===== src/rtl/fetch_stage_pkg.sv =====
// Shared types and constants for the instruction fetch stage.
package fetch_stage_pkg;

  localparam logic [3:0] except_instr_addr_misaligned = 4'd0;
  localparam logic [3:0] except_instr_access_fault    = 4'd1;

  typedef enum logic [1:0] {
    ST_RUN   = 2'd0,
    ST_WAIT  = 2'd1,
    ST_FAULT = 2'd2
  } fetch_state_e;

  // One buffered halfword; fault marks a halfword that came from a faulting access.
  typedef struct packed {
    logic        fault;
    logic [15:0] data;
  } hw_entry_t;

  typedef struct packed {
    logic        valid;
    logic [31:0] pc;
    logic [31:0] instr;
    logic        exception;
    logic [3:0]  ecause;
    logic [31:0] etval;
  } fetch_out_type;

  // Compressed (16-bit) encodings have low bits other than 2'b11.
  function automatic logic is_rvc(input logic [15:0] hw);
    return hw[1:0] != 2'b11;
  endfunction

endpackage


===== src/rtl/fetch_buffer.sv =====
// Halfword FIFO between the memory response and the realigner.
// Accepts 0..2 halfwords and releases 0..2 halfwords per cycle.
module fetch_buffer
  import fetch_stage_pkg::*;
#(
  parameter int DEPTH = 4,
  localparam int PW = $clog2(DEPTH),
  localparam int CW = PW + 1
) (
  input  logic          clk,
  input  logic          rst,
  input  logic          i_flush,
  input  logic [1:0]    i_push_num,
  input  hw_entry_t     i_push0,
  input  hw_entry_t     i_push1,
  input  logic [1:0]    i_pop_num,
  output logic [CW-1:0] o_count,
  output hw_entry_t     o_head0,
  output hw_entry_t     o_head1
);

  logic [PW-1:0] r_rd_ptr;
  logic [PW-1:0] r_wr_ptr;
  logic [CW-1:0] r_count;
  logic [PW-1:0] w_wr_ptr1;
  hw_entry_t     w_slots [DEPTH];

  assign w_wr_ptr1 = r_wr_ptr + PW'(1);

  for (genvar gi = 0; gi < DEPTH; gi++) begin : g_slot
    hw_entry_t r_slot;
    // First pushed halfword lands at the tail, the second one slot after it.
    always_ff @(posedge clk or posedge rst) begin
      if (rst) begin
        r_slot <= '0;
      end else if (!i_flush) begin
        if (i_push_num != 2'd0 && r_wr_ptr == PW'(gi)) begin
          r_slot <= i_push0;
        end else if (i_push_num == 2'd2 && w_wr_ptr1 == PW'(gi)) begin
          r_slot <= i_push1;
        end
      end
    end
    assign w_slots[gi] = r_slot;
  end

  // Pointers wrap naturally at DEPTH; count tracks push minus pop.
  always_ff @(posedge clk or posedge rst) begin
    if (rst) begin
      r_rd_ptr <= '0;
      r_wr_ptr <= '0;
      r_count  <= '0;
    end else if (i_flush) begin
      r_rd_ptr <= '0;
      r_wr_ptr <= '0;
      r_count  <= '0;
    end else begin
      r_wr_ptr <= r_wr_ptr + PW'(i_push_num);
      r_rd_ptr <= r_rd_ptr + PW'(i_pop_num);
      r_count  <= r_count + CW'(i_push_num) - CW'(i_pop_num);
    end
  end

  assign o_count = r_count;
  assign o_head0 = w_slots[r_rd_ptr];
  assign o_head1 = w_slots[r_rd_ptr + PW'(1)];

endmodule


===== src/rtl/fetch_stage.sv =====
// Instruction fetch: word requests to imem, halfword buffering, RVC
// realignment, redirect flushing and fetch-fault reporting.
module fetch_stage
  import fetch_stage_pkg::*;
#(
  parameter logic [31:0] RESET_PC  = 32'h0000_0000,
  parameter int          BUF_DEPTH = 4
) (
  input  logic        clk,
  input  logic        rst,
  output logic        imem_valid,
  output logic [31:0] imem_addr,
  input  logic        imem_ready,
  input  logic [31:0] imem_rdata,
  input  logic        imem_error,
  input  logic        redirect,
  input  logic [31:0] redirect_addr,
  input  logic        stall,
  output logic        f_valid,
  output logic [31:0] f_pc,
  output logic [31:0] f_instr,
  output logic        f_exception,
  output logic [3:0]  f_ecause,
  output logic [31:0] f_etval
);

  localparam int CW = $clog2(BUF_DEPTH) + 1;

  fetch_state_e  r_state;
  logic [31:0]   r_pc;
  logic [31:0]   r_fetch_addr;
  logic [31:0]   r_req_addr;
  logic [31:0]   r_fault_addr;
  logic [31:0]   r_mis_addr;
  logic          r_skip_low;
  logic          r_drop;
  logic          r_mis;

  logic [CW-1:0] w_count;
  logic [CW-1:0] w_free;
  hw_entry_t     w_head0;
  hw_entry_t     w_head1;
  hw_entry_t     w_push0;
  hw_entry_t     w_push1;
  logic [1:0]    w_push_num;
  logic [1:0]    w_pop_num;
  logic [31:0]   w_pc_step;
  logic          w_req;
  logic          w_hs;
  logic          w_accept;
  logic [31:0]   w_req_addr;
  fetch_out_type w_out;

  // A new request needs two free slots; an outstanding one already reserved them.
  assign w_free     = CW'(BUF_DEPTH) - w_count;
  assign w_req      = !rst && ((r_state == ST_RUN && w_free >= CW'(2)) || r_state == ST_WAIT);
  assign w_req_addr = (r_state == ST_WAIT) ? r_req_addr : r_fetch_addr;
  assign w_hs       = w_req && imem_ready;
  assign w_accept   = w_hs && !redirect && !r_drop;
  assign w_pc_step  = {29'd0, w_pop_num, 1'b0};

  // Turn an accepted response into halfword pushes (or a single fault marker).
  always_comb begin
    w_push_num = 2'd0;
    w_push0    = '0;
    w_push1    = '0;
    if (w_accept) begin
      if (imem_error) begin
        w_push_num    = 2'd1;
        w_push0.fault = 1'b1;
      end else if (r_skip_low) begin
        w_push_num   = 2'd1;
        w_push0.data = imem_rdata[31:16];
      end else begin
        w_push_num   = 2'd2;
        w_push0.data = imem_rdata[15:0];
        w_push1.data = imem_rdata[31:16];
      end
    end
  end

  // Realign the buffer head into one instruction slot and decide how much it consumes.
  always_comb begin
    w_out     = '0;
    w_pop_num = 2'd0;
    w_out.pc  = r_pc;
    if (r_mis) begin
      w_out.valid     = 1'b1;
      w_out.exception = 1'b1;
      w_out.ecause    = except_instr_addr_misaligned;
      w_out.etval     = r_mis_addr;
    end else if (w_count >= CW'(1) && w_head0.fault) begin
      w_out.valid     = 1'b1;
      w_out.exception = 1'b1;
      w_out.ecause    = except_instr_access_fault;
      w_out.etval     = r_fault_addr;
    end else if (w_count >= CW'(1) && is_rvc(w_head0.data)) begin
      w_out.valid = 1'b1;
      w_out.instr = {16'h0000, w_head0.data};
      w_pop_num   = 2'd1;
    end else if (w_count >= CW'(2) && w_head1.fault) begin
      w_out.valid     = 1'b1;
      w_out.exception = 1'b1;
      w_out.ecause    = except_instr_access_fault;
      w_out.etval     = r_fault_addr;
    end else if (w_count >= CW'(2)) begin
      w_out.valid = 1'b1;
      w_out.instr = {w_head1.data, w_head0.data};
      w_pop_num   = 2'd2;
    end
    if (!w_out.valid || stall || redirect) begin
      w_pop_num = 2'd0;
    end
    if (!w_out.valid) begin
      w_out.pc = 32'h0;
    end
  end

  fetch_buffer #(.DEPTH(BUF_DEPTH)) u_buf (
    .clk        (clk),
    .rst        (rst),
    .i_flush    (redirect),
    .i_push_num (w_push_num),
    .i_push0    (w_push0),
    .i_push1    (w_push1),
    .i_pop_num  (w_pop_num),
    .o_count    (w_count),
    .o_head0    (w_head0),
    .o_head1    (w_head1)
  );

  // Request FSM plus PC / fetch-address / drop bookkeeping; redirect wins over everything.
  always_ff @(posedge clk or posedge rst) begin
    if (rst) begin
      r_state      <= ST_RUN;
      r_pc         <= RESET_PC;
      r_fetch_addr <= RESET_PC & ~32'h3;
      r_req_addr   <= 32'h0;
      r_fault_addr <= 32'h0;
      r_mis_addr   <= 32'h0;
      r_skip_low   <= RESET_PC[1];
      r_drop       <= 1'b0;
      r_mis        <= 1'b0;
    end else if (redirect) begin
      r_pc         <= redirect_addr;
      r_fetch_addr <= {redirect_addr[31:2], 2'b00};
      r_skip_low   <= redirect_addr[1];
      r_mis        <= redirect_addr[0];
      r_mis_addr   <= redirect_addr;
      if (w_req && !imem_ready) begin
        // The old request must still complete on the bus; its data is thrown away.
        r_state    <= ST_WAIT;
        r_req_addr <= w_req_addr;
        r_drop     <= 1'b1;
      end else begin
        r_state <= redirect_addr[0] ? ST_FAULT : ST_RUN;
        r_drop  <= 1'b0;
      end
    end else begin
      r_pc <= r_pc + w_pc_step;
      case (r_state)
        ST_RUN: begin
          if (w_req && !imem_ready) begin
            r_state    <= ST_WAIT;
            r_req_addr <= r_fetch_addr;
          end
        end
        ST_WAIT: begin
          if (imem_ready) begin
            r_state <= ST_RUN;
          end
        end
        default: ;
      endcase
      if (w_hs) begin
        if (r_drop) begin
          r_drop  <= 1'b0;
          r_state <= r_mis ? ST_FAULT : ST_RUN;
        end else if (imem_error) begin
          r_state      <= ST_FAULT;
          r_fault_addr <= w_req_addr;
        end else begin
          r_fetch_addr <= r_fetch_addr + 32'd4;
          r_skip_low   <= 1'b0;
        end
      end
    end
  end

  assign imem_valid  = w_req;
  assign imem_addr   = rst ? 32'h0 : w_req_addr;
  assign f_valid     = w_out.valid;
  assign f_pc        = w_out.pc;
  assign f_instr     = w_out.instr;
  assign f_exception = w_out.exception;
  assign f_ecause    = w_out.ecause;
  assign f_etval     = w_out.etval;

endmodule


===== config.mk =====
export PLATFORM = sky130hd
export DESIGN_NAME = fetch_stage
export DESIGN_NICKNAME = d
export VERILOG_FILES = /design/src/rtl/fetch_stage_pkg.sv /design/src/rtl/fetch_buffer.sv /design/src/rtl/fetch_stage.sv
export SDC_FILE = /design/constraint.sdc
export NUM_CORES = 1
export LEC_CHECK = 0
export ABC_AREA = 1
export BUFFER_PORTS_ARGS = -buffer_cell sky130_fd_sc_hd__buf_2
export CAP_MARGIN = 15
export CORE_MARGIN = 10
export CORE_UTILIZATION = 55
export DETAILED_ROUTE_END_ITERATION = 6
export HOLD_SLACK_MARGIN = 0.03
export PLACE_DENSITY = 0.77
export SYNTH_ARGS = -nofsm -noshare
export SYNTH_HDL_FRONTEND = slang
export SYNTH_SLANG_ARGS = --single-unit
export TNS_END_PERCENT = 20

===== constraint.sdc =====
create_clock -name clk -period 7.35 [get_ports clk]
set_input_delay 0.3675 -clock clk [delete_from_list [all_inputs] [get_ports clk]]
set_output_delay 0.3675 -clock clk [all_outputs]
set_load 0.02 [all_outputs]

# Word level (Yosys, flattened, before mapping)
# Cells that the tools add are included.
# totals
out_inout_bits,135
elab_cells,167
inputBits,70
regBits,240
# classes
n_addsub,9
n_reduce_logical,42
magnitude_cmp,5
bitwise,4
n_eq_ne,11
n_mux,76
# ops
operator,count
two-way mux 32 bit,17
two-way mux 17 bit,13
two-way mux 37 bit,4
two-way mux 16 bit,5
binary-select mux 17 bit (select 2 bit),2
two-way mux 2 bit,20
adder 32 x 3 -> 32 bit,1
"adder 32 x 3 -> 32 bit, second input constant",1
logical AND 1 bit,17
nonzero test 2 bit,7
two-way mux 1 bit,13
"== test 2 bit, second input constant",5
AND reduction 2 bit,5
"== test 2 x 1 -> 1 bit, second input constant",3
"greater-or-equal comparator 3 x 2 -> 1 bit, second input constant",2
"greater-or-equal comparator 3 bit, second input constant",2
zero test 2 bit,3
NOT 2 -> 3 bit,2
zero test 1 bit,5
"adder 2 x 1 -> 2 bit, second input constant",2
adder 2 bit,2
"inequality test 2 bit, second input constant",2
one-hot mux 2 bit (2 select lines),1
AND reduction 4 bit,1
other kinds (9),12

# Longest topological paths before layout
# Gate-level depths: netlist (run 1).
# depth
depth_word,16
depth_mapped,21
ltp_nobuf,20

# By module
# From an unflattened synthesis (run 1), not the netlist that was laid out.
# unflattened
hier_cells,2352
hier_area_um2,15448.6
# by_module_without_submodules
mod,seq_area_each_um2,area_each_um2,instances,cells_each
fetch_stage,4053.9,10346.2,1,1566
fetch_buffer,1876.8,5102.4,1,786

# Worst setup path after synthesis (run 1)
# OpenSTA, ideal clock, no wires.
# synth_timing
kind,input -> register
startpoint,input port rst
endpoint,register u_buf.r_count[2] (netlist: u_buf.o_count[2])
setup_ns,0.130
arrival_time_ns,5.828
path_stages,15
n_path_buf,2
setup_slack_ns,1.393
cell_sequence,clkbuf_1 -> inv_2 -> nand2_1 -> nor3_4 -> nand2_2 -> clkbuf_1 -> nor2_1 -> inv_1 -> ha_1 -> inv_1 -> ha_1 -> inv_1 -> fa_1 -> xor2_1 -> nor2_1
# synth_via
elab_chain_cells,9
# synth_rtl
element,line_no,source
"start, declared",fetch_stage.sv:10,"input logic rst,"
zero test 1 bit (no line),-,
logical AND 1 bit,fetch_stage.sv:56,assign w_req = !rst && ((r_state == ST_RUN && w_free >= CW'(2)) || r_state == ST_WAIT);
logical AND 1 bit,fetch_stage.sv:58,assign w_hs = w_req && imem_ready;
logical AND 1 bit (2 in series),fetch_stage.sv:59,assign w_accept = w_hs && !redirect && !r_drop;
two-way mux 2 bit,fetch_stage.sv:67,if (w_accept) begin
adder 3 x 2 -> 3 bit,fetch_buffer.sv:60,r_count <= r_count + CW'(i_push_num) - CW'(i_pop_num);
subtractor 3 x 2 -> 3 bit,fetch_buffer.sv:60,
two-way mux 3 bit,fetch_buffer.sv:53,end else if (i_flush) begin
"end signal, assigned",fetch_buffer.sv:60,
"end, declared",fetch_buffer.sv:24,logic [CW-1:0] r_count;
# Every way passes these cells.
# A chain may end at the register's enable or synchronous reset.

# Worst setup path after layout (run 1)
# layout_timing
startpoint,register u_buf.r_rd_ptr[0]
endpoint,output port f_etval[22]
# layout_via
elab_chain_cells,10
elab_cells_between_ends,17
classes_between,add/sub: 1; eq/ne: 1; mux: 10; bitwise: 2; reduce/logical: 3
# layout_rtl
element,line_no,source
"start, declared",fetch_buffer.sv:22,logic [PW-1:0] r_rd_ptr;
"start signal, assigned",fetch_buffer.sv:59,r_rd_ptr <= r_rd_ptr + PW'(i_pop_num);
adder 2 x 1 -> 2 bit,fetch_buffer.sv:66,assign o_head1 = w_slots[r_rd_ptr + PW'(1)];
NOT 2 -> 3 bit (not written as such),fetch_buffer.sv:66,
binary-select mux 17 bit (select 2 bit),fetch_buffer.sv:66,
two-way mux 17 bit (not written as such) (2 in series),fetch_buffer.sv:66,
logical AND 1 bit,fetch_stage.sv:101,end else if (w_count >= CW'(2) && w_head1.fault) begin
two-way mux 37 bit,fetch_stage.sv:101,
two-way mux 37 bit,fetch_stage.sv:97,end else if (w_count >= CW'(1) && is_rvc(w_head0.data)) begin
two-way mux 37 bit *,fetch_stage.sv:92,end else if (w_count >= CW'(1) && w_head0.fault) begin
two-way mux 37 bit *,fetch_stage.sv:87,if (r_mis) begin
"end, declared",fetch_stage.sv:24,output logic [31:0] f_etval
# Mark *: on every way between the ends. The rest lies on a longest branch, timed or not. The select of a mux whose other input is x is not followed.

==> results of run 1 <==
==> report_power, final <==
part / leakage, nW / internal, mW / switching, mW / total, mW
Sequential: 3.06 / 1.53 / 0.193 / 1.72
Combinational: 5.30 / 0.369 / 0.926 / 1.30
Clock: 0.441 / 0.850 / 0.558 / 1.41
==> sequential cells by signal (all words and copies together) (netlist names) <==
signal               count
u_buf.r_wr_ptr           2
u_buf.g_slot.r_slot     68
r_req_addr              32
r_skip_low               1
r_mis_addr              32
r_fetch_addr            30
r_fault_addr            32
u_buf.o_count            3
u_buf.r_rd_ptr           2
r_drop                   1
r_state                  2
r_pc                    32
==> Yosys cell counts (2+ instances only) <==
| master | instances | area share |
|---|---|---|
| a22o_1 | 13 | 0.0079 |
| fa_1 | 3 | 0.0041 |
| nor3b_1 | 2 | 0.0010 |
| a31oi_1 | 7 | 0.0030 |
| nand4_1 | 47 | 0.020 |
| ha_1 | 10 | 0.0086 |
| clkbuf_1 | 81 | 0.021 |
| xor2_1 | 27 | 0.016 |
| dfrtp_1 | 237 | 0.41 |
| nand2_2 | 5 | 0.0022 |
| clkinv_1 | 2 | 0.00052 |
| o21a_1 | 6 | 0.0031 |
| inv_1 | 187 | 0.048 |
| o22ai_1 | 11 | 0.0047 |
| nand2_1 | 804 | 0.21 |
| o21ai_0 | 185 | 0.064 |
| buf_2 | 21 | 0.0073 |
| nor2_1 | 232 | 0.060 |
| o211ai_1 | 18 | 0.0093 |
| buf_4 | 4 | 0.0021 |
| buf_1 | 11 | 0.0028 |
| nor3_1 | 39 | 0.013 |
| inv_2 | 3 | 0.00078 |
| xnor2_1 | 2 | 0.0012 |
| o31ai_1 | 2 | 0.0010 |
| nand3_1 | 162 | 0.056 |
| nor4_1 | 2 | 0.00086 |
| a21oi_1 | 55 | 0.019 |
==> worst max-delay path, stage by stage (launching register included) <==
cell and delay (ns):
dfrtp_1 0.36, buf_4 0.27, inv_1 0.84, nand2_1 0.71
nand2_1 0.19, nand2_1 0.09, a21oi_1 0.16, nand2_1 0.08
nand2_1 0.18, nand2_2 0.20, inv_1 0.63, nand2_1 0.15
nand2_1 0.09, buf_2 0.16
==> cells in the final DEF, fill, tap and decap left out, types with 2 or more instances in the layout <==
cell | synthesis | final
nand2_1 | 804 | 804
dfrtp_1 | 237 | 237
nor2_1 | 232 | 230
buf_2 | 21 | 201
inv_1 | 187 | 186
o21ai_0 | 185 | 185
nand3_1 | 162 | 162
a21oi_1 | 55 | 55
nand4_1 | 47 | 47
nor3_1 | 39 | 39
xor2_1 | 27 | 27
clkbuf_16 | 0 | 26
o211ai_1 | 18 | 18
a22o_1 | 13 | 13
buf_4 | 4 | 13
o22ai_1 | 11 | 11
ha_1 | 10 | 10
clkbuf_1 | 81 | 8
a31oi_1 | 7 | 7
o21a_1 | 6 | 6
nand2_2 | 5 | 5
clkinv_2 | 0 | 5
bufinv_16 | 0 | 5
nor2_2 | 1 | 3
inv_2 | 3 | 3
fa_1 | 3 | 3
conb_1 | 1 | 3
clkinv_1 | 2 | 2
o31ai_1 | 2 | 2
nor4_1 | 2 | 2
nor3b_1 | 2 | 2
xnor2_1 | 2 | 2
clkbuf_8 | 0 | 2
==> worst max path at each step <==
stage,endpoint
final,f_etval[22]
after global routing,f_etval[22]
after CTS,f_etval[22]
after detailed placement,r_pc[21]$_DFF_PP0_
after global placement,r_pc[21]$_DFF_PP0_
after floorplan,u_buf.o_count[2]$_DFF_PP0_
==> layer usage <==
layer  GRT usage  share of wire  routed length, um  vias to the layer above
li1            -              -                  -                     7243
met1       0.429           0.42              21500                     7299
met2       0.440           0.44              22600                     1020
met3      0.0647           0.13               6480                       80
met4      0.0755          0.022               1130                        0
met5           0              0                  0                        -
==> final cells by class <==
cell class                 count  area [sq um]  share of cell area
timing repair buffer         216          1140              0.0690
inverter                     192           728              0.0441
multi-input combinational   1640          7370               0.447
sequential                   237          5930               0.360
antenna                        1          2.50            0.000152
tap                          335           419              0.0254
clock buffer                  36           708              0.0429
clock inverter                12           199              0.0121
==> cells by family after synthesis <==
logic type / count (synthesis)
compound gates: 299
buf+inv: 309
simple gates: 1296
fa+ha+maj: 13
xor+xnor: 29
other cells: 1
flops: 237
==> metrics by stage <==
stage | power, mW | hold WS (ns) | instance area, sq um | util
2_1_floorplan | 2.55 | 0.436 | 14500 | -
3_5_place_dp | 3.00 | 0.454 | 15600 | 0.599
5_1_grt | 4.64 | 0.119 | 16500 | 0.635
4_1_cts | 4.40 | 0.103 | 16500 | 0.634
6_report | 4.43 | 0.113 | 16500 | 0.635
3_3_place_gp | 2.96 | 0.449 | 15600 | 0.599
==> impl_metrics.tcl, run 1 <==
set metrics [dict create \
    timing.setup.tns_ns 0 \
    worst-endpoint-arrival_ns 4.70 \
    layout.cells.non_filler 2669 \
    worstSetupStartpoint "u_buf.r_rd_ptr[0]$_DFF_PP0_" \
    nFillCells 2382 \
    grt_overflow_total 0 \
    final_replace_weighted_congestion 1.01 \
    maxSlewViolCount 0 \
    ys_dominant_reg_cell "dfrtp_1" \
    detail_route.wl_per_cell_um 19.4 \
    timing.final.crit_share 0.690 \
    reg2reg_setup_slack_ns 2.71 \
    postRouteWirelength_um 51700 \
    number_of_synthesis_warnings 0 \
    ir_drop_mv 0.241 \
    floorplan.die.width_um 182 \
    critPathRequiredTime_ns 6.98 \
    grt_first_pass_wirelength_um 80400 \
    avgViaCountPerCell 5.86 \
    floorplan.initialDensity 0.558 \
    cts_tree "yes" \
    post_cts_hold_buffer_count 0 \
    cts.repair.resized 0 \
    crit-reg2reg-capture "r_pc[21]$_DFF_PP0_" \
    design.final.nets 2396 \
    post-place-cells 2618 \
    grt_util_all_layers 0.297 \
    post_cts.repair.setup_buffers 0 \
    pre_cts_slack_ns 2.81 \
    transition_time_of_the_tightest_slew_check_pin_ns 1.07 \
    final.setup.worst_slack_ns 2.28 \
    clock_tree.htree_level_count 1 \
    cts_num_sinks 237 \
    synthesis.area_per_instance_sq_um 6.63 \
    grt_antenna_before_repair 1 \
    criticalPathCategory "reg -> out" \
    vias 15642 \
    min_delay_worst_endpoint "r_mis_addr[27]$_DFFE_PP0P_" \
    outcome "finished, final reports clean" \
    half_perimeter_wire_length_after_placement_um 37300 \
    portion_of_netlist_area_occupied_by_mux_cells 0 \
    synth_top_family_by_area "simple AND/OR/NAND/NOR gates" \
    power-per-cell-area_nw_per_um2 268 \
    worstSetupEndpointType "primary output" \
    synth-xor-area-share 0.0175 \
    drt_first_iter_violations 2425 \
    ys_types 34 \
    critical_path.reg2reg.startpoint "u_buf.r_rd_ptr[0]$_DFF_PP0_" \
    final-setup-viol-count 0 \
    detail-route-antenna-nets 0 \
    synth_sequential_area_ratio 0.409 \
    max-slew-margin-rel 0.286 \
    cts.reportedPaths.clkPinSlew_ns 0.06 \
    max_freq_mhz 197 \
    largest_net_degree_at_the_start_of_global_routing 163 \
    synth-compound-area-share 0.113 \
    start_kind "flop" \
    core-area_sq_um 26000 \
    drt_first_pass_iters 6 \
    synth_fa_ha_area_frac 0.0128 \
    rsz0062_at_grt "false" \
    place.port_buffers 201 \
    clock-skew-final_ns 0.0319 \
    timing_hold_violations_final 0 \
    timing.critical_path.fanout_max 52 \
    die-area_sq_um 33200 \
    max_cap_violations 0 \
    cts_buffers 26 \
    post_synth_arst_share 1.00 \
    worstRegToRegCells 18 \
    io_pins 205 \
    synth_enable_flop_cells 0 \
    fp-row-count 59 \
    worst_hold_startpoint "redirect_addr[27]" \
    period_minus_ws_final_ns 5.07 \
    share_of_post_route_cells_with_drive_strength_above_1 0.116 \
    drc 0 \
    p_leak_nw 8.80 \
    timing.hold.worst_path_depth 3 \
    die_h_um 182 \
    synth_area_in_simple_gates 0.364 \
    clkLatencyLatePin_ns 0.56 \
    postSynthRegisterBits 237 \
    mappedNetlistArea_sq_um 14500 \
    first_global_vias 14318 \
    gate_count_post_synth 2184 \
    cts_buffer_depth 3 \
    holdCritPathClass "in -> reg" \
    flow.area_growth_from_synthesis_pct 13.9 \
    cts.root.buffer_cell "clkbuf_16" \
]
(Power assumes the default switching activity.)
==> inputs of run 2 (changes only) <==
- clock period: 7.35 -> 4.9 ns (I/O delays scaled with it)
==> impl_metrics.tcl, run 2 (same netlist as run 1, synthesis figures left out) <==
set metrics [dict create \
    outcome "finished, final reports clean" \
    criticalPathCategory "reg -> out" \
    holdCritPathClass "in -> reg" \
    die_h_um 182 \
    p_switching_mw 2.53 \
    transition_time_of_the_tightest_slew_check_pin_ns 1.08 \
    multiInputGateArea_sq_um 7370 \
    fin_util 0.635 \
    clock-skew-final_ns 0.0295 \
    cts.repair.resized 0 \
    maxSlewViolCount 0 \
    flow.area_growth_from_synthesis_pct 13.8 \
    cellInternalPower_mw 3.96 \
    seq_power_share 0.399 \
    floorplan.die.width_um 182 \
    highest-signal-layer "met4" \
    grt_antenna_before_repair 1 \
    fp-row-count 59 \
    postRouteWirelength_um 52500 \
    cts.root.buffer_cell "clkbuf_16" \
    start_kind "flop" \
    timing.final.crit_share 0.862 \
    post_cts.repair.setup_buffers 0 \
    avgViaCountPerCell 5.85 \
    max_cap_violations 0 \
    route.met3.wl_um 6220 \
    worst_path_max_delay_cell "inv_1" \
    detail-route-antenna-nets 0 \
    cts_buffer_depth 3 \
    mostFrequentLayoutCells "nand2_1, dfrtp_1, nor2_1" \
    post_cts_hold_buffer_count 3 \
    final-setup-viol-count 0 \
    timing.critical_path.fanout_max 40 \
    clkLatencyLatePin_ns 0.56 \
    grt_overflow_total 0 \
    period_minus_ws_final_ns 4.22 \
    clock_tree.htree_level_count 1 \
    critical-path-top-cell-by-count "nand2_1" \
    power.total_mw 6.49 \
    floorplan.initialDensity 0.558 \
    cts.reportedPaths.clkPinSlew_ns 0.06 \
    detail_route.wl_per_cell_um 19.6 \
    io_pins 205 \
    largest_register_ff_count 68 \
    worst-endpoint-arrival_ns 3.98 \
    critPathRequiredTime_ns 4.66 \
    timing.setup.tns_ns 0 \
    cts_buffers 26 \
    half_perimeter_wire_length_after_placement_um 38600 \
    max_freq_mhz 237 \
    grt_util_all_layers 0.305 \
    reg2reg_setup_slack_ns 0.80 \
    timing_hold_violations_final 0 \
    cp_slowest_stage_delay_ns 0.62 \
    design.final.nets 2404 \
    place.port_buffers 201 \
    vias 15636 \
    final_replace_weighted_congestion 0.970 \
    final.setup.worst_slack_ns 0.677 \
    ir_drop_mv 0.349 \
    drt_first_iter_violations 2349 \
    rsz0062_at_grt "false" \
    routedLengthMet1_um 22700 \
    core-area_sq_um 26000 \
    register_with_the_highest_flop_count "u_buf.g_slot.r_slot" \
    worstPathCellList "buf_4 > nand2_1 > nand2_1 > nand2_1 > a21oi_1 > nand2_1 > nand2_1 > nand2_2 > inv_1 > nand2_1 > nand2_1 > buf_2" \
    power.clock.fraction 0.301 \
    power.share.switching 0.389 \
    comb_power_share 0.299 \
    grt_first_pass_wirelength_um 82500 \
    mostFrequentLayoutCell "nand2_1" \
    drc 0 \
    die-area_sq_um 33200 \
    first_global_vias 14484 \
    drt_first_pass_iters 6 \
    sequential_cell_area_sq_um 5930 \
    nFillCells 2448 \
    worstSetupEndpointType "primary output" \
    cts_tree "yes" \
    power-per-cell-area_nw_per_um2 394 \
    max-slew-margin-rel 0.280 \
    wl_met2_um 22500 \
    share_of_post_route_cells_with_drive_strength_above_1 0.118 \
    p_leak_nw 8.80 \
    pre_cts_slack_ns 0.950 \
    cts_num_sinks 237 \
    largest_net_degree_at_the_start_of_global_routing 143 \
]
## run 2: cell count changes in the layout (fill, tap and decap cells not counted), sizes merged
| cell | change |
|---|---|
| dlygate4sd3 | +3 |
| clkinvlp | +2 |
| clkbuf | -1 |
| buf | +5 |
| bufinv | -4 |
## run 2: path summary, 6_finish.rpt
check                                       startpoint                               endpoint  cells past startpoint
max in group asynchronous                          rst             r_mis_addr[21]$_DFFE_PP0P_                      4
max                        u_buf.r_rd_ptr[0]$_DFF_PP0_                            f_etval[14]                     12
min reg2reg                 r_mis_addr[31]$_DFFE_PP0P_             r_mis_addr[31]$_DFFE_PP0P_                      2
max reg2reg                u_buf.r_rd_ptr[1]$_DFF_PP0_                     r_pc[21]$_DFF_PP0_                     18
min in group asynchronous                          rst           r_fetch_addr[14]$_DFFE_PP0P_                      3
min                                     imem_rdata[19]  u_buf.g_slot[0].r_slot[3]$_DFFE_PP0P_                      3
## run 2: layer usage
metal  vias up  track usage
met2       954        0.452
li1       7246            -
met5         -            0
met4         0       0.0664
met1      7346        0.449
met3        90       0.0603
## run 2: layout make-up
cell class / instances / share of cell area
Timing Repair Buffer: 224 / 0.0727
Multi-Input combinational cell: 1640 / 0.447
Inverter: 192 / 0.0442
Sequential cell: 237 / 0.360
Antenna cell: 1 / 0.000152
Clock buffer: 35 / 0.0451
Tap cell: 335 / 0.0254
Clock inverter: 10 / 0.00592
## run 2: power by group through the flow
| stage | Combinational (mW) | Sequential (mW) | Clock (mW) |
|---|---|---|---|
| after floorplan | 1.34 | 2.48 | 0 |
| after global placement | 1.87 | 2.60 | 0 |
| after detailed placement | 1.92 | 2.60 | 0 |
| after CTS | 1.93 | 2.57 | 1.96 |
| after global routing | 2.16 | 2.62 | 2.04 |
| final | 1.94 | 2.59 | 1.96 |
## run 2: critical path, delay by kind of cell, from the launching register on
kind,cells,cell delay [ns]
simple gates,8,1.47
buf+inv,3,1.18
flops,1,0.59
compound gates,1,0.15
## run 2: through the flow
step	instance area, sq um	std cells	hold WS, ns
global route	16500	2674	0.0352
global placement	15600	2625	0.450
floorplan	14500	2186	0.388
detailed placement	15600	2625	0.463
CTS	16500	2673	0.0318
finish	16500	2674	0.0440
==> inputs of run 3 (changes only) <==
- BUFFER_PORTS_ARGS: -buffer_cell sky130_fd_sc_hd__buf_2 -> default
- DONT_BUFFER_PORTS: default -> 1
- PLACE_DENSITY: 0.77 -> 0.7
==> impl_metrics.tcl, run 3 (same netlist as run 1, synthesis figures left out) <==
set metrics [dict create \
    floorplan.initialDensity 0.558 \
    start_kind "flop" \
    pre_cts_slack_ns 0.483 \
    wl_met2_um 22400 \
    vias 14736 \
    post-place-cells 2424 \
    layout.cells.non_filler 2495 \
    cts_buffers 27 \
    final-setup-viol-count 0 \
    cts_num_sinks 237 \
    final_replace_weighted_congestion 1.02 \
    die-area_sq_um 33200 \
    fp-row-count 59 \
    detail_route.wl_per_cell_um 20.7 \
    failed_checks "DRC" \
    p_leak_nw 7.99 \
    timing_hold_violations_final 0 \
    final_area_sq_um 15700 \
    highest-signal-layer "met4" \
    first_global_vias 13536 \
    register_with_the_highest_flop_count "u_buf.g_slot.r_slot" \
    timing.critical_path.fanout_max 51 \
    largest_register_ff_count 68 \
    worst_path_max_delay_cell "inv_1" \
    max-slew-margin-rel 0.309 \
    drc 14 \
    timing.setup.tns_ns 0 \
    drt_first_pass_iters 7 \
    grt_overflow_total 0 \
    postRouteWirelength_um 51700 \
    worstSetupEndpointType "primary output" \
    share_of_post_route_cells_with_drive_strength_above_1 0.0380 \
    detail-route-antenna-nets 0 \
    period_minus_ws_final_ns 4.21 \
    die_h_um 182 \
    drt_first_iter_violations 1848 \
    clock-skew-final_ns 0.0233 \
    timing.critical_path.max_delay_family "simple AND/OR/NAND/NOR gates" \
    cp_slowest_stage_delay_ns 0.82 \
    critPathRequiredTime_ns 4.66 \
    clkLatencyLatePin_ns 0.55 \
    worstPathCellList "buf_4 > nand2_1 > nand2_1 > nand2_1 > a21oi_1 > nand2_1 > nand2_1 > nand2_2 > inv_1 > nand2_1 > nand2_1" \
    criticalPathCategory "reg -> out" \
    clock_tree.htree_level_count 1 \
    flow.area_growth_from_synthesis_pct 8.65 \
    place.port_buffers 0 \
    mostFrequentLayoutCells "nand2_1, dfrtp_1, nor2_1" \
    io_pins 205 \
    post_cts.repair.setup_buffers 0 \
    critical-path-top-cell-by-count "nand2_1" \
    final.setup.worst_slack_ns 0.691 \
    power.total_mw 6.37 \
    grt_util_all_layers 0.298 \
    fin_util 0.606 \
    cts.root.buffer_cell "clkbuf_16" \
    worst-endpoint-arrival_ns 3.96 \
    floorplan.die.width_um 182 \
    final.hold.worst_slack_ns 0.0341 \
    ir_drop_mv 0.442 \
    design.final.nets 2225 \
    transition_time_of_the_tightest_slew_check_pin_ns 1.03 \
    timing.final.crit_share 0.859 \
    grt_first_pass_wirelength_um 79800 \
    half_perimeter_wire_length_after_placement_um 37300 \
    rsz0062_at_grt "false" \
    power-per-cell-area_nw_per_um2 405 \
    maxSlewViolCount 0 \
    placedInstanceArea_sq_um 14600 \
    largest_net_degree_at_the_start_of_global_routing 88 \
    core-area_sq_um 26000 \
    routedLengthMet1_um 22700 \
    antenna_cells_inserted 0 \
    cts.reportedPaths.clkPinSlew_ns 0.06 \
    avgViaCountPerCell 5.91 \
    holdCritPathClass "in -> reg" \
    critical_path_buf_inv_count 2 \
    max_cap_violations 0 \
    nFillCells 2486 \
    cts_tree "yes" \
    cts_buffer_depth 3 \
    grt_antenna_before_repair 0 \
    outcome "complete, but fails checks" \
    route.met3.wl_um 4870 \
    mostFrequentLayoutCell "nand2_1" \
    max_freq_mhz 238 \
]
==> run 3: changes by cell type in the layout (fill, tap and decap cells not counted), sizes merged <==
cell         before  now
dlygate4sd3       3   20
diode             1    0
clkbuf           35   37
clkinvlp          3    2
clkinv            8    9
bufinv            1    3
buf             221   23
inv             190  189
==> run 3: layout make-up <==
type	instances	area (sq um)	share of cell area
multi-input cells	1640	7370	0.468
inverters	192	732	0.0465
flip-flops and latches	237	5930	0.377
clock inverters	10	129	0.00819
well taps	335	419	0.0266
repair buffers	43	393	0.0250
clock buffers	37	763	0.0485
repair inverters	1	5.00	0.000318
==> run 3: layer usage <==
layer | GRT usage | vias to the layer above
met1 | 0.432 | 6928
li1 | - | 6890
met3 | 0.0540 | 130
met5 | 0 | -
met4 | 0.0914 | 0
met2 | 0.443 | 788
==> run 3: report_power, final <==
part           switching [mW]  internal [mW]
clock                   0.833           1.24
combinational            1.33          0.425
sequential              0.245           2.30
total                    2.41           3.96
==> run 3: path summary, 6_finish.rpt <==
kind / to / from / slack (ns) / cells after the start
min in group asynchronous: r_req_addr[1]$_DFFE_PP0P_ / rst / 0.19 / 2
setup reg to reg: r_pc[21]$_DFF_PP0_ / u_buf.r_rd_ptr[1]$_DFF_PP0_ / 0.74 / 16
hold reg to reg: r_mis_addr[12]$_DFFE_PP0P_ / r_mis_addr[12]$_DFFE_PP0P_ / 0.47 / 2
setup / recovery: f_etval[20] / u_buf.r_rd_ptr[0]$_DFF_PP0_ / 0.69 / 11
max in group asynchronous: u_buf.r_rd_ptr[1]$_DFF_PP0_ / rst / 2.62 / 4
hold / removal: r_mis_addr[16]$_DFFE_PP0P_ / redirect_addr[16] / 0.03 / 2
==> run 3: timing repair <==
action / in CTS / in global routing
setup endpoints to repair: 0 / 1
gates resized for setup: 0 / 2
endpoints found under the hold margin: 90 / 0
hold buffers: 21 / 0
